===== src/rtl/spram_arb_pkg.sv =====
// Shared types and helpers for the SPRAM arbiter: FSM encoding, read-tag layout
// and the round-robin pick function.
package spram_arb_pkg;

  localparam int ADDR_W_DEF = 14;
  localparam int DATA_W_DEF = 16;
  localparam int NREQ_MAX   = 8;

  typedef enum logic {
    ST_CLEAR = 1'b0,
    ST_RUN   = 1'b1
  } arb_state_t;

  typedef struct packed {
    logic       valid;
    logic [2:0] idx;
  } rd_tag_t;

  // One-hot of the first set bit of valid at or after ptr, wrapping at nreq.
  function automatic logic [NREQ_MAX-1:0] rr_pick(input logic [NREQ_MAX-1:0] valid,
                                                  input logic [2:0] ptr,
                                                  input int nreq);
    logic [NREQ_MAX-1:0] grant;
    logic                found;
    logic [2:0]          idx;
    grant = '0;
    found = 1'b0;
    for (int k = 0; k < NREQ_MAX; k++) begin
      idx = 3'((int'(ptr) + k) % nreq);
      if (k < nreq && !found && valid[idx]) begin
        grant[idx] = 1'b1;
        found      = 1'b1;
      end
    end
    return grant;
  endfunction

endpackage


===== src/rtl/spram_arbiter_rr_arbiter.sv =====
// Round-robin grant: combinational one-hot grant from valid and ptr, with ptr
// advancing past the granted requester on every handshake.
module rr_arbiter
  import spram_arb_pkg::*;
#(
  parameter int NREQ = 4,
  localparam int IDX_W = (NREQ > 1) ? $clog2(NREQ) : 1
) (
  input  logic             clk,
  input  logic             rst,
  input  logic             en,
  input  logic [NREQ-1:0]  valid,
  output logic [NREQ-1:0]  grant,
  output logic [IDX_W-1:0] grant_idx,
  output logic             hs
);

  logic [IDX_W-1:0]    ptr;
  logic [NREQ_MAX-1:0] pick;
  logic                pick_unused;

  always_comb begin
    pick      = rr_pick(NREQ_MAX'(valid), 3'(ptr), NREQ);
    grant     = en ? pick[NREQ-1:0] : '0;
    grant_idx = '0;
    for (int i = 0; i < NREQ; i++) begin
      if (grant[i]) grant_idx = IDX_W'(i);
    end
  end

  // Bits above NREQ are always zero from rr_pick.
  assign pick_unused = ^pick;
  assign hs          = |grant;

  always_ff @(posedge clk) begin
    if (rst) begin
      ptr <= '0;
    end else if (hs) begin
      ptr <= (grant_idx == IDX_W'(NREQ - 1)) ? '0 : grant_idx + IDX_W'(1);
    end
  end

endmodule


===== src/rtl/spram_arbiter.sv =====
// Shares one single-port SPRAM between NREQ requesters: zero-fill after reset,
// then round-robin one command per cycle with tagged read returns.
//
//   state    | meaning
//   ST_CLEAR | writing zero to words 0..CLEAR_WORDS-1, requests held off
//   ST_RUN   | arbitrating requesters, one SPRAM command per cycle
module spram_arbiter
  import spram_arb_pkg::*;
#(
  parameter int NREQ        = 4,
  parameter int ADDR_W      = ADDR_W_DEF,
  parameter int DATA_W      = DATA_W_DEF,
  parameter int RD_LAT      = 2,
  parameter int CLEAR_WORDS = 16384
) (
  input  logic                   clk,
  input  logic                   rst,
  input  logic [NREQ-1:0]        req_valid,
  output logic [NREQ-1:0]        req_ready,
  input  logic [NREQ-1:0]        req_we,
  input  logic [NREQ*ADDR_W-1:0] req_addr,
  input  logic [NREQ*DATA_W-1:0] req_wdata,
  output logic [NREQ-1:0]        rsp_valid,
  output logic [DATA_W-1:0]      rsp_rdata,
  output logic                   init_done,
  output logic [ADDR_W-1:0]      ram_addr,
  output logic [DATA_W-1:0]      ram_wdata,
  output logic                   ram_wren,
  input  logic [DATA_W-1:0]      ram_rdata
);

  localparam int IDX_W    = (NREQ > 1) ? $clog2(NREQ) : 1;
  localparam int CLR_LAST = (CLEAR_WORDS > 0) ? CLEAR_WORDS - 1 : 0;
  localparam int TAG_D    = RD_LAT - 1;
  localparam arb_state_t ST_RESET = (CLEAR_WORDS == 0) ? ST_RUN : ST_CLEAR;

  arb_state_t        state_q, state_d;
  logic [ADDR_W-1:0] clr_cnt;
  logic              clr_last;

  logic [NREQ-1:0]   grant;
  logic [IDX_W-1:0]  grant_idx;
  logic              hs;

  logic [ADDR_W-1:0] sel_addr;
  logic [DATA_W-1:0] sel_wdata;
  logic              sel_we;

  rd_tag_t           tag_in;
  rd_tag_t           tag_pipe [TAG_D];
  logic [DATA_W-1:0] rdata_d;

  assign clr_last = (clr_cnt == ADDR_W'(CLR_LAST));

  always_comb begin
    state_d = state_q;
    if (state_q == ST_CLEAR && clr_last) state_d = ST_RUN;
  end

  always_ff @(posedge clk) begin
    if (rst) begin
      state_q   <= ST_RESET;
      clr_cnt   <= '0;
      init_done <= 1'b0;
    end else begin
      state_q <= state_d;
      if (state_q == ST_CLEAR) clr_cnt <= clr_cnt + ADDR_W'(1);
      if (state_q == ST_RUN) init_done <= 1'b1;
    end
  end

  rr_arbiter #(.NREQ(NREQ)) u_rr (
    .clk       (clk),
    .rst       (rst),
    .en        (state_q == ST_RUN),
    .valid     (req_valid),
    .grant     (grant),
    .grant_idx (grant_idx),
    .hs        (hs)
  );

  assign req_ready = grant;

  always_comb begin
    sel_addr  = '0;
    sel_wdata = '0;
    sel_we    = 1'b0;
    for (int i = 0; i < NREQ; i++) begin
      if (grant[i]) begin
        sel_addr  = req_addr[i*ADDR_W +: ADDR_W];
        sel_wdata = req_wdata[i*DATA_W +: DATA_W];
        sel_we    = req_we[i];
      end
    end
  end

  always_ff @(posedge clk) begin
    if (rst) begin
      ram_addr  <= '0;
      ram_wdata <= '0;
      ram_wren  <= 1'b0;
    end else if (state_q == ST_CLEAR) begin
      ram_addr  <= clr_cnt;
      ram_wdata <= '0;
      ram_wren  <= 1'b1;
    end else if (hs) begin
      ram_addr  <= sel_addr;
      ram_wdata <= sel_wdata;
      ram_wren  <= sel_we;
    end else begin
      ram_wren  <= 1'b0;
    end
  end

  always_comb begin
    tag_in.valid = hs & ~sel_we;
    tag_in.idx   = 3'(grant_idx);
  end

  always_ff @(posedge clk) begin
    if (rst) begin
      for (int i = 0; i < TAG_D; i++) tag_pipe[i] <= '0;
      rsp_valid <= '0;
    end else begin
      tag_pipe[0] <= tag_in;
      for (int i = 1; i < TAG_D; i++) tag_pipe[i] <= tag_pipe[i-1];
      rsp_valid <= tag_pipe[TAG_D-1].valid ? (NREQ'(1) << tag_pipe[TAG_D-1].idx) : '0;
    end
  end

  // SPRAM DATAOUT is already two cycles behind the handshake, so the data path
  // only needs RD_LAT-2 extra stages to line up with the registered rsp_valid.
  generate
    if (RD_LAT == 2) begin : g_rdata_direct
      assign rdata_d = ram_rdata;
    end else begin : g_rdata_pipe
      logic [DATA_W-1:0] rdata_pipe [RD_LAT-2];
      always_ff @(posedge clk) begin
        if (rst) begin
          for (int i = 0; i < RD_LAT - 2; i++) rdata_pipe[i] <= '0;
        end else begin
          rdata_pipe[0] <= ram_rdata;
          for (int i = 1; i < RD_LAT - 2; i++) rdata_pipe[i] <= rdata_pipe[i-1];
        end
      end
      assign rdata_d = rdata_pipe[RD_LAT-3];
    end
  endgenerate

  assign rsp_rdata = (|rsp_valid) ? rdata_d : '0;

endmodule


===== config.mk =====
export PLATFORM = sky130hd
export DESIGN_NAME = spram_arbiter
export DESIGN_NICKNAME = d
export VERILOG_FILES = /design/src/rtl/spram_arb_pkg.sv /design/src/rtl/spram_arbiter_rr_arbiter.sv /design/src/rtl/spram_arbiter.sv
export SDC_FILE = /design/constraint.sdc
export NUM_CORES = 1
export LEC_CHECK = 0
export CAP_MARGIN = 20
export CORE_AREA = 2 2 95 107
export CTS_CLUSTER_SIZE = 20
export DETAILED_ROUTE_END_ITERATION = 10
export DIE_AREA = 0 0 97 109
export GPL_TIMING_DRIVEN = 0
export PLACE_DENSITY = 0.91
export SYNTH_ARGS = -nofsm -noshare
export SYNTH_HDL_FRONTEND = slang
export SYNTH_SLANG_ARGS = --single-unit

===== constraint.sdc =====
create_clock -name clk -period 4.15 [get_ports clk]
set_input_delay 0.83 -clock clk [delete_from_list [all_inputs] [get_ports clk]]
set_output_delay 0.83 -clock clk [all_outputs]
set_load 0.005 [all_outputs]

Word level (Yosys, flattened, before mapping)
Memory sizes are Yosys's and may differ from the RTL's. Index checks and enable logic that the tools add are counted.

$add $sub $neg: 5. $lt $le $gt $ge: 8. Equal/unequal tests: 3. Shift operators: 1. Muxes and demuxes: 50. Bitwise logic cells: 10. Reductions and logical operators: 19.

Operators with widths (count): $mux 14 (6); $mux 16 (5); $mux 1 (22); $mux 4 (5); $add 14x1->14 const B (1); $eq 14x14->1 const B (1); $lt 3x4->1 const B (3); $or 4x4->4 (3); $reduce_or 2->1 (5); $bmux 1 s3 (3); $demux 1 s3 (3); $ge 3x1->1 const B (3); $logic_and 1x1->1 (8); $reduce_or 4->1 (2); $mux 2 (3); $add 2x1->2 const B (2); $add 2x2->2 const B (2); $lt 2x4->1 const B (1); $shl 1x3->4 const A (1); $and 1x1->1 const A (3); $logic_not 1->1 (3); $mux 3 (1); $not 1->1 (3); $reduce_or 3->1 (1); 6 further kinds (6).

Bits in registers: 53. RAM bits: 3. Input port bits: 146. Logic and storage cells: 105. Memories kept: 1.

Memory list: tag_pipe (words 1, width 3, read ports 1, clocked after memory_dff 0, wr ports 1, line spram_arbiter.sv:50) `rd_tag_t tag_pipe [TAG_D];`.

Logic depth before layout (Yosys ltp)
Depth in word-level cells: 21. Mapped depth: 15. Gate-level depth less buffers: 11.

Modules after synthesis
A second synthesis with hierarchy kept.

Cells, all modules: 479. Area, all modules: 3824.9 um^2.

By module, submodules not included: spram_arbiter (times used 1, cells each 427, area each 3342.0 um^2, sequential area each 1081.0 um^2); rr_arbiter (times used 1, cells each 52, area each 483.0 um^2, sequential area each 40.0 um^2).

Worst setup path after synthesis
No wires, ideal clock.

Path type: register -> output. From: reg u_rr.ptr[0]. To: out req_ready[3]. Arrival time: 2.756 ns. Required time: 3.320 ns. Path slack: 0.564 ns. Stages on the path, launching flop included: 12. Path buffers: 3. Path through: dfxtp_1 buf_4 inv_2 ha_1 mux4_2 or2_0 buf_2 nor3b_4 a22o_4 nand2_4 clkinv_2 buf_2.

Cells in the longest elaborated chain, start to end: 14.

Ends and longest elaborated chain: start: declaration (line spram_arbiter_rr_arbiter.sv:18) `logic [IDX_W-1:0] ptr;`; start signal: assignment (line spram_arbiter_rr_arbiter.sv:39) `ptr <= (grant_idx == IDX_W'(NREQ - 1)) ? '0 : grant_idx + IDX_W'(1);`; $add 2x1->2 (line spram_arb_pkg.sv:29) `idx = 3'((int'(ptr) + k) % nreq);`; $reduce_or 2->1 (no line); $and 1x1->1 (no line); $lt 3x4->1 (implied by the code) (tied with other cells) (line spram_arb_pkg.sv:31) `grant[idx] = 1'b1;`; $logic_and 1x1->1 (implied by the code) or $mux 1 (tied branches) (line spram_arb_pkg.sv:31, spram_arb_pkg.sv:30); $mux 1 (implied by the code) or $logic_and 1x1->1 (tied branches) (line spram_arb_pkg.sv:31, spram_arb_pkg.sv:30); $demux 1 s3 or $mux 1 (tied branches); $or 4x4->4 (no line) or $logic_not 1->1 (tied branches); $mux 4 or $logic_and 1x1->1 (tied branches) (line spram_arb_pkg.sv:30) `if (k < nreq && !found && valid[idx]) begin`; $or 4x4->4 (no line) or $mux 1 (tied branches); $mux 4 or $logic_not 1->1 (tied branches) (line spram_arb_pkg.sv:30); $or 4x4->4 (no line) or $logic_and 1x1->1 (tied branches); $mux 4 * (line spram_arb_pkg.sv:30); $mux 4 * (line spram_arbiter_rr_arbiter.sv:24) `grant = en ? pick[NREQ-1:0] : '0;`; end: declaration (line spram_arbiter.sv:19) `output logic [NREQ-1:0] req_ready,`.

Every way passes the cells marked *; elsewhere a longest branch is shown, timed or not. The select of a mux whose other input is x is not followed.

Worst setup path after layout
From: reg u_rr.ptr[1]. To: out req_ready[2].

The elaborated chain is that of the path after synthesis.

==> reports/results.ini <==
[outcome]
status = completed

[critical_path]
arrival_ns = 3.20
crit_chain = buf_4 -> inv_2 -> ha_4 -> mux4_2 -> or2_0 -> buf_2 -> nor3b_4 -> buf_6 -> a32oi_2 -> inv_4 -> clkdlybuf4s50_1
slowest_delay_ns = 0.51
setup.worst_path.end = req_ready[2]
startpoint = u_rr.ptr[1]
cp-end-kind = output pin
reg2reg_depth = 13
cpMaxStageDelayCell = mux4_2
r2r_start = u_rr.ptr[1]
regToRegSetupSlack_ns = 0.44
cp-start-kind = register
path_class = reg2out
worst-endpoint-required_ns = 3.32
path_max_fanout = 6
worstReg2RegEnd = ram_addr[11]

[run]
max-cap-violations = 0

[cells_and_area]
drive_gt1_frac = 0.107
fillerInstances = 776
regArea_sq_um = 1130
final_core_util = 0.629
nets = 797
final_area_sq_um = 6010
stdcell_count = 765
area_growth_pct = 65.9
multi_input_area_sq_um = 2290
final_common_cell = clkdlybuf4s50_1
most-common-layout-cells = clkdlybuf4s50_1, dfxtp_1, nand2_1, a21oi_1, nor2_1
antenna-diode-count = 0

[yosys]
synth_edf_count = 0
synthCells = 424
syn_avg_cell_area_sq_um = 8.54
ys_ff_latch = 56
synth_ff_type = dfxtp_1
synth_cell_type_count = 65
synth_warnings = 0
async_reset_ff_frac = 0
seq_area_frac_synth = 0.310
synth_area_sq_um = 3620
synthesis.nets = 577

[clock_network]
cts_tree = built
cts_buffers = 5
htreeDepth = 2
root_buffer = clkbuf_8
holdBufCountCts = 0
clock_sinks = 56
clk_path_buf_depth = 2
clk_pin_slew_ns = 0.11
clk_latency_ns = 0.33

[power]
power.density_nw_per_um2 = 181
seqPwrFrac = 0.500
vdd_drop_max_mv = 0.152
share_comb_of_total_power = 0.198
p_sw_frac = 0.253
power.leakage_nw = 2.21
switchingPower_uw = 276
p_int_uw = 814
p_clk_frac = 0.302
power_mw = 1.09

[timing]
period_minus_slack_ns = 4.03
period_share = 0.971
tns_ns = 0
setup_ws_ns = 0.119
hold_ws_ns = 0.462
maxSlewHeadroom = 0.407
setup_viol = 0
max_freq_ghz = 0.248
hold_viol = 0
rsz0062_at_grt = no
slew_viol_final = 0
fin_skew_ns = 0.0108
worstMarginPinSlew_ns = 0.881

[global_route]
grt_usage = 0.261
grt_pass1_wl_um = 22100
grt_pass1_vias = 4458
overflow = 0
grt_start_max_net_pins = 20
antenna_found_initial = 0

[placed_design]
dp_cells = 744
dp_slack_ns = -0.643
gp_congestion = 0.945
dp_hpwl_um = 11300
port_buffers = 200
place_area_sq_um = 5770

[route]
wl_per_cell_um = 18.8
drcViolationCount = 0
vias = 4451
drtPass1Iterations = 5
drt_iter0_markers = 356
wirelength_um = 14400
via_per_inst = 5.82
drtAntennaViolNets = 0

[die]
rows = 38
core_sq_um = 9560
ios = 202
die_h_um = 109
die_area_sq_um = 10600
start_util = 0.379
fp.dieW_um = 97

[worst_hold_path]
hp-class = reg2reg

[logic make-up (layout without fill, tap and decap cells)]
logic type / count (synthesis) / after routing / share of synthesized area
AND/OR/NAND/NOR: 129 / 129 / 0.193
XOR/XNOR: 11 / 11 / 0.0266
multiplexers: 12 / 12 / 0.0473
flip-flops: 56 / 56 / 0.310
AO/OA/AOI/OAI: 162 / 162 / 0.337
buffers and inverters: 47 / 268 / 0.0625
adder cells (fa/ha/maj): 7 / 7 / 0.0242
[final cells by class]
cell class,count,share of cell area
Clock inverter,3,0.00458
Inverter,11,0.00937
Tap cell,120,0.0250
Multi-Input combinational cell,321,0.381
Timing Repair Buffer,216,0.353
Clock buffer,5,0.0115
Buffer,33,0.0283
Sequential cell,56,0.188
[power groups by stage]
stage               clock [mW]  sequential (mW)  combinational, mW
floorplan                    0            0.558             0.0485
global placement             0            0.558              0.207
detailed placement           0            0.558              0.210
CTS                      0.327            0.545              0.213
global route             0.351            0.545              0.227
finish                   0.329            0.545              0.216
[critical path, delay by kind of cell, from the launching register on]
family                     cells  cell delay [ns]
and+or+nand+nor                2             0.48
DFF                            1             0.36
buffers and inverters          6             1.13
adders and majority gates      1             0.29
AOI/OAI and AO/OA              1             0.10
muxes                          1             0.51
[cells in the mapped netlist (3+ instances only)]
cell / n / share of area
ha_1: 7 / 0.024
o21ai_0: 4 / 0.0055
nand2_1: 36 / 0.037
a22oi_1: 6 / 0.012
nor2_1: 21 / 0.022
o22ai_1: 11 / 0.019
buf_6: 3 / 0.0093
a21oi_1: 32 / 0.044
o21bai_1: 5 / 0.010
nor3_1: 4 / 0.0055
nor2b_1: 19 / 0.033
mux2i_1: 7 / 0.019
inv_1: 7 / 0.0073
a2bb2oi_1: 6 / 0.015
dfxtp_1: 56 / 0.31
a21o_1: 3 / 0.0062
and2_1: 3 / 0.0052
and3_1: 7 / 0.012
a211oi_2: 3 / 0.010
nand3b_1: 3 / 0.0062
a221oi_1: 20 / 0.048
mux4_2: 4 / 0.025
clkbuf_1: 18 / 0.019
a221o_1: 7 / 0.019
a31oi_1: 4 / 0.0069
buf_4: 3 / 0.0062
nand3_1: 8 / 0.011
buf_2: 12 / 0.017
a211o_1: 4 / 0.0097
a22o_1: 20 / 0.048
xnor2_1: 4 / 0.0097
o21ai_1: 16 / 0.022
nand2b_1: 9 / 0.016
xor2_1: 7 / 0.017
o22ai_2: 3 / 0.010
or2_2: 3 / 0.0052
[sequential cells by signal, summed over array words and instances (netlist names)]
signal,cells
u_rr.ptr,2
ram_addr,14
ram_wdata,16
ram_wren,1
tag_pipe,3
clr_cnt,14
rsp_valid,4
state_q,1
init_done,1
[worst min path at each step]
stage / from / to / slack (ns) / cells after the start
2_1_floorplan: tag_pipe[0][0] / rsp_valid[2] / 0.42 / 1
3_3_place_gp: tag_pipe[0][0] / rsp_valid[2] / 0.43 / 1
3_5_place_dp: tag_pipe[0][1] / rsp_valid[0] / 0.44 / 1
4_1_cts: tag_pipe[0][1] / rsp_valid[2] / 0.46 / 2
5_1_grt: tag_pipe[0][1] / rsp_valid[2] / 0.49 / 2
6_report: tag_pipe[0][1] / rsp_valid[2] / 0.46 / 2
[routing by layer]
layer,vias up,routed length (um),share of wire,global-route usage
li1,2055,-,-,-
met1,2067,5140,0.36,0.283
met2,287,7190,0.50,0.476
met3,42,1560,0.11,0.0737
met4,0,483,0.034,0.115
met5,-,0,0,0
[repair_timing]
action                                  4_1_cts  5_1_grt
pin swaps                                     3        2
endpoints found under the setup margin        4        2
gates resized for setup                      16        2
setup buffers                                 6       10
No activity file was read; power rests on OpenSTA's default activity.
